### config.mk
export PLATFORM = sky130hd
export DESIGN_NAME = fpu_addsub_issuer
export DESIGN_NICKNAME = d
export VERILOG_FILES = /design/src/rtl/fpu_addsub_issuer.sv
export SDC_FILE = /design/constraint.sdc
export NUM_CORES = 1
export LEC_CHECK = 0
export ABC_AREA = 1
export BUFFER_PORTS_ARGS = -buffer_cell sky130_fd_sc_hd__buf_2
export CORE_MARGIN = 3
export CORE_UTILIZATION = 57
export CTS_BUF_LIST = sky130_fd_sc_hd__clkbuf_16
export DETAILED_ROUTE_END_ITERATION = 10
export HOLD_SLACK_MARGIN = 0.15
export PLACE_DENSITY = 0.85
export RECOVER_POWER = 100
export SYNTH_ARGS = -nofsm -noshare
export SYNTH_HDL_FRONTEND = slang
export SYNTH_SLANG_ARGS = --single-unit
### constraint.sdc
create_clock -name clk -period 5.6 [get_ports clk]
set_clock_uncertainty 0.15 [all_clocks]
set_input_delay 1.12 -clock clk [delete_from_list [all_inputs] [get_ports clk]]
set_output_delay 1.12 -clock clk [all_outputs]
set_load 0.05 [all_outputs]
### src/rtl/fpu_addsub_issuer.sv
// fpu_addsub_issuer: queues FP add/sub requests and issues them one at a time to an addsub unit,
// returning result, overflow and timeout through a valid/ready response port.
module fpu_addsub_issuer #(
    parameter int DEPTH   = 4,
    parameter int TIMEOUT = 16
) (
    input  logic                         clk,
    input  logic                         n_rst,
    input  logic                         req_valid,
    output logic                         req_ready,
    input  logic [31:0]                  req_op1,
    input  logic [31:0]                  req_op2,
    input  logic                         req_mode,
    output logic                         add_start,
    output logic                         mode,
    output logic [31:0]                  op1,
    output logic [31:0]                  op2,
    input  logic [31:0]                  add_result,
    input  logic                         add_done,
    input  logic                         add_overflow,
    output logic                         rsp_valid,
    input  logic                         rsp_ready,
    output logic [31:0]                  rsp_result,
    output logic                         rsp_overflow,
    output logic                         rsp_timeout,
    output logic [$clog2(DEPTH+1)-1:0]   fifo_count
);
    localparam int AW = $clog2(DEPTH);
    localparam int CW = $clog2(DEPTH+1);
    localparam int TW = $clog2(TIMEOUT);
    localparam logic [1:0] IDLE = 2'd0, ISSUE = 2'd1, WAIT = 2'd2, HOLD = 2'd3;

    logic [1:0]    state;
    logic [64:0]   mem [DEPTH];
    logic [AW-1:0] wr_ptr, rd_ptr;
    logic [TW-1:0] timer;
    logic          push, pop;

    // ready is gated by reset so every output reads 0 while n_rst is low
    assign req_ready = n_rst && (fifo_count != CW'(DEPTH));
    assign push      = req_valid && req_ready;
    assign pop       = (state == IDLE) && (fifo_count != '0);
    assign add_start = (state == ISSUE);
    assign rsp_valid = (state == HOLD);

    always_ff @(posedge clk) begin
        if (push) mem[wr_ptr] <= {req_mode, req_op1, req_op2};
    end

    always_ff @(posedge clk or negedge n_rst) begin
        if (!n_rst) begin
            wr_ptr     <= '0;
            rd_ptr     <= '0;
            fifo_count <= '0;
        end else begin
            if (push) wr_ptr <= wr_ptr + 1'b1;
            if (pop) rd_ptr <= rd_ptr + 1'b1;
            fifo_count <= fifo_count + CW'(push) - CW'(pop);
        end
    end

    always_ff @(posedge clk or negedge n_rst) begin
        if (!n_rst) begin
            state        <= IDLE;
            timer        <= '0;
            mode         <= 1'b0;
            op1          <= '0;
            op2          <= '0;
            rsp_result   <= '0;
            rsp_overflow <= 1'b0;
            rsp_timeout  <= 1'b0;
        end else begin
            case (state)
                IDLE: if (pop) begin
                    {mode, op1, op2} <= mem[rd_ptr];
                    state            <= ISSUE;
                end
                ISSUE: begin
                    timer <= '0;
                    state <= WAIT;
                end
                WAIT: if (add_done) begin
                    rsp_result   <= add_result;
                    rsp_overflow <= add_overflow;
                    rsp_timeout  <= 1'b0;
                    state        <= HOLD;
                end else if (timer == TW'(TIMEOUT-1)) begin
                    rsp_result   <= '0;
                    rsp_overflow <= 1'b0;
                    rsp_timeout  <= 1'b1;
                    state        <= HOLD;
                end else begin
                    timer <= timer + 1'b1;
                end
                default: if (rsp_ready) state <= IDLE;
            endcase
        end
    end
endmodule
* Word-level counts from Yosys, hierarchy flattened
Memory sizes are Yosys's and may differ from the RTL's. A register that Yosys moved wholly into a read port is not among the register bits.
Cells that the tools add are included.
** Operators by class
- $add $sub $neg :: 5
- Equal/unequal tests :: 9
- Muxes and demuxes :: 16
- Reductions and logical operators :: 13
** Operators by type and width (number)
- 2-to-1 mux 32 bit :: 2
- 2-to-1 mux 2 bit :: 4
- 2-to-1 mux 4 bit :: 2
- case mux 4 bit (2 select lines) :: 1
- 2-to-1 mux 1 bit :: 6
- inequality test 2 bit, second input constant :: 3
- inequality test 3 bit, second input constant :: 2
- case mux 2 bit (3 select lines) :: 1
- AND reduction 3 bit :: 2
- adder 2 x 1 -> 2 bit, second input constant :: 2
- adder 4 x 1 -> 4 bit, second input constant :: 1
- == test 2 bit, second input constant :: 2
- == test 4 bit, second input constant :: 1
- AND reduction 2 bit :: 2
- nonzero test 2 bit :: 2
- nonzero test 4 bit :: 1
- adder 3 x 1 -> 3 bit :: 1
- logical AND 1 bit :: 3
- nonzero test 3 bit :: 1
- subtractor 3 x 1 -> 3 bit :: 1
- == test 2 x 1 -> 1 bit, second input constant :: 1
- zero test 2 bit :: 1
- zero test 1 bit :: 1
** Storage, ports and cells
- Register bits after elaboration :: 47
- Bits in writable memories :: 260
- Input port bits :: 103
- Output and inout bits :: 105
- Word-level logic and storage cells :: 52
- Memories :: 1
** Memories
- mem :: words 4, width 65, rd ports 1, clocked after memory_dff 1, wr ports 1, RTL line 34 : logic [64:0] mem [DEPTH];

* Depth between registers and ports, before layout
- Depth after elaboration :: 5
- Gate-level depth with buffers :: 11
- Depth with buffers taken out :: 10

* Worst setup path after synthesis
Ideal clock, no wire load.
- Kind :: input to register
- From :: input req_valid
- To :: memory mem[0][0], enable pin
- Library setup time :: 0.489 ns
- Data arrival time :: 4.080 ns
- Data required time :: 4.961 ns
- Setup slack :: 0.881 ns
- Cell stages on the path :: 2
- Path buffers :: 0
- Path through :: nand3_1 -> nor2_1
** On the way
- Longest elaborated chain between the ends :: 3
** Ends and longest elaborated chain
- from (decl) :: RTL line 9 : input logic req_valid,
- logical AND 1 bit :: RTL line 41 : assign push = req_valid && req_ready;
- 2-to-1 mux 1 bit :: RTL line 47 : if (push) mem[wr_ptr] <= {req_mode, req_op1, req_op2};
- 2-to-1 mux 1 bit (not written as such) :: RTL line 47
- to (decl) :: RTL line 34
Every way passes these cells.

* Worst setup path in the final report
- From :: register state[0]
- To :: register op2[10]
** On the way
- Longest elaborated chain between the ends :: 3
** Ends and longest elaborated chain
- from (decl) :: RTL line 33 : logic [1:0] state;
- from (signal assigned) :: RTL line 64 : state <= IDLE;
- from (signal assigned) :: RTL line 76 : state <= ISSUE;
- from (signal assigned) :: RTL line 80 : state <= WAIT;
- zero test 2 bit (*) :: RTL line 42, 73
- logical AND 1 bit :: RTL line 42 : assign pop = (state == IDLE) && (fifo_count != '0);
- AND reduction 2 bit (no source line) (*)
- to (signal assigned) :: RTL line 75 : {mode, op1, op2} <= mem[rd_ptr];
- to (decl) :: RTL line 17 : output logic [31:0] op2,
Every way passes the cells marked *; elsewhere a longest branch is shown, timed or not.
A chain may end at the register's enable or synchronous reset.

==> metrics.md <==
| Metric | Value |
|---|---|
| Commonest cells post-synth | nand2_1 (585), edfxtp_1 (260), dfrtp_1 (112), o21ai_0 (85), nor2_1 (77) |
| Core area | 24600 sq um |
| Synth area leaders | edfxtp_1 (54%), dfrtp_1 (19%), nand2_1 (15%), o21ai_0 (2.9%), nor2_1 (2.0%) |
| Pwr dens | 608 nW/um^2 |
| Core Util, Final | 67.5% |
| Sequential area share after synthesis | 73.5% |
| RSZ-0062 raised after global routing | no |
| Switching share of power | 43.3% |
| Wire per inst | 17.5 um |
| Maximum buffer depth of the clock tree | 3 |
| Die Ht | 165 um |
| Total net switching power | 4.38 mW |
| Layout area overhead | 15.1% |
| First-pass GRT wire length | 49700 um |
| Post-cts resize count | 0 |
| Tcrit/Tclk final | 76.8% |
| Global placement routability congestion | 0.823 |
| Final Slew Violations | 209 |
| Routed wire length | 32000 um |
| Placed Cells | 1759 |
| Setup TNS | 0 ns |
| Outcome | finished with violations |
| Number of global-route vias before repair | 9909 |
| Share of layout cells above drive strength 1 | 6.60% |
| GRT met3 Usage | 4.99% |
| Top-area cell type share of the netlist area | 54.1% |
| Synth Net Count | 1396 |
| Post-synth EDFFs | 260 |
| CTS Sinks | 372 |
| Root Driver | clkbuf_16 |
| Yosys cell types | 24 |
| Post-synth top area cell | edfxtp_1 |
| Vias per cell | 5.42 |
| Rows | 57 |
| Cells after Synth | 1280 |
| Average cell area after synthesis | 11.3 sq um |
| Worst Path Arrival | 4.60 ns |
| Number of diodes | 0 |
| Clock power frac | 22.9% |
| Post-route ant nets | 0 |
| Worst Hold Class | flip-flop to flip-flop |
| Post-CTS Setup Inserts | 0 |
| Reg2reg end | op2[10] |
| IO buf count | 207 |
| Top-Level Pins | 208 |
| Failing checks | max-capacitance violations, max-slew violations |
| Pre-antenna DRT Iters | 5 |
| Overall Global Routing Usage | 23.3% |
| Final std cells w/o fill | 1824 |
| Met2 usage | 40.0% |
| Async SR Flop Fraction | 30.1% |
| Reg power frac | 38.6% |
| Max frequency | 232 MHz |
| Leakage | 6.89 nW |
| H-tree Lvls | 2 |
| Combinational power share | 38.6% |
| Worst Reg-to-Reg Cells | 7 |
| Slew Limit Headroom | -72.6% |
| Fin crit period | 4.30 ns |
| Worst setup EP type | flip-flop |
| Worst EP required | 5.90 ns |
| Internal Power | 5.73 mW |
| Die Area | 27300 sq um |
| HPWL Detailed | 18700 um |
| Initial antenna violation count | 3 |
| Ys Warns | 0 |
| Most common cell in the netlist | nand2_1 |
| Clock transition at path regs | 0.06 ns |
| Critical path start-end classification | flip-flop to flip-flop |
| Startpoint types | flip-flop |
| CTS tree | done |
| R2r setup slk | 1.30 ns |
| Yosys reg bits | 372 |
| Vias post-DR | 9889 |
| Hold EP | rsp_result[22] |
| TritonCTS Buffers | 36 |
| First DRT Iteration DRCs | 1005 |
| Nets | 1589 |
| Main synth FF type | edfxtp_1 |
| Setup violators final | 0 |
| GR met1 Demand/Resource | 29.0% |
| Gr ovfl total | 0 |
| GRT busiest layer | met2 |
| Initial Util | 58.7% |
| Clk_lat worst skew | 0.51 ns |
| Crit Path Max Fanout | 68 |
| Die width | 165 um |
| CTS hold repair buffers | 0 |
| Largest net degree at the start of global routing | 81 |
| Max IR drop VDD | 0.391 mV |
| Hold Startpoint | rsp_result[22] |
| DRC violations left | 0 |
| Worst-margin pin slew | 2.58 ns |
| WHS Path Cells | 2 |
| Final hold vios | 0 |
| R2R Path Start | state[0] |
| Mapped cell area | 14400 sq um |
| Max Cap Violations | 5 |
==> power by group through the flow <==
stage | clock, mW | sequential, mW | combinational, mW
final | 2.31 | 3.90 | 3.90
after global routing | 2.47 | 3.96 | 4.29
after CTS | 2.34 | 3.88 | 4.03
after detailed placement | 0 | 3.92 | 3.99
after global placement | 0 | 3.90 | 3.89
after floorplan | 0 | 5.07 | 1.84
==> placed cells by master, fill, tap and decap left out <==
cell type and count:
nor2_4 1, buf_4 5, o21ai_0 85, nand3_1 8
nor2_1 76, inv_1 26, inv_4 2, edfxtp_1 260
dfrtp_2 1, o21ai_1 46, or2_2 1, buf_12 3
clkinv_1 11, clkbuf_16 40, xor2_1 2, bufinv_16 1
clkbuf_1 171, ha_1 12, buf_2 36, a21boi_0 1
nand2_1 585, and3_1 1, a21oi_1 1, clkinv_2 1
fa_1 1, clkbuf_2 2, xnor2_1 2, dfrtp_4 1
clkinvlp_4 1, clkinv_8 1, nand4_1 3, dfrtp_1 110
inv_2 3
==> through the flow <==
step / area, sq um / worst slack [ns] / hold WS, ns / total power, mW
detailed placement: 15700 / 1.80 / 0.309 / 7.91
floorplan: 14400 / 0.881 / 0.318 / 6.91
CTS: 16900 / 1.79 / 0.321 / 10.2
finish: 16600 / 1.30 / 0.322 / 10.1
global placement: 15700 / 1.85 / 0.298 / 7.79
global route: 16600 / 0.873 / 0.338 / 10.7
==> worst max-delay path by stage <==
stage                     startpoint         to  slack, ns  cells after the start
after floorplan            req_valid  mem[0][0]       0.88                      2
after global placement         n_rst  req_ready       1.85                      4
after detailed placement       n_rst  req_ready       1.80                      4
after CTS                      n_rst  req_ready       1.79                      4
after global routing        state[0]     op1[1]       0.87                      7
final                       state[0]    op2[10]       1.30                      7
==> registers in the layout, summed over array words and instances (netlist names) <==
name,flops
rsp_result,32
timer,4
op2,32
state,2
mode,1
mem,260
op1,32
fifo_count,3
wr_ptr,2
rd_ptr,2
rsp_overflow,1
rsp_timeout,1
==> logic make-up after synthesis <==
logic type / share of synthesized area (%)
compound gates: 4.63
buf+inv: 2.74
fa+ha+maj: 1.18
simple gates: 17.7
xor+xnor: 0.243
flops: 73.5
==> area by class of cell <==
class	count	area (sq um)
Tap cell	324	405
Fill cell	1805	8000
Multi-Input combinational cell	825	3440
Sequential cell	372	10600
Timing Repair Buffer	217	930
Clock inverter	25	140
Clock buffer	40	1000
Inverter	21	81.3
==> worst max-delay path, stage by stage (launching register included) <==
cell and delay, ns:
dfrtp_1 0.43, inv_1 0.11, ha_1 0.22, nand2_1 1.44, inv_2 0.37, clkbuf_2 1.13
nand2_1 0.26, nand2_1 0.12
==> per-layer routing <==
layer	part of all wire, %	wire length (um)	up-vias
li1	-	-	4615
met1	39	12500	4712
met2	49	15600	465
met3	8.7	2790	91
met4	3.3	1050	6
met5	0.14	44	-
Note: power is estimated with default switching activity, not from simulation.
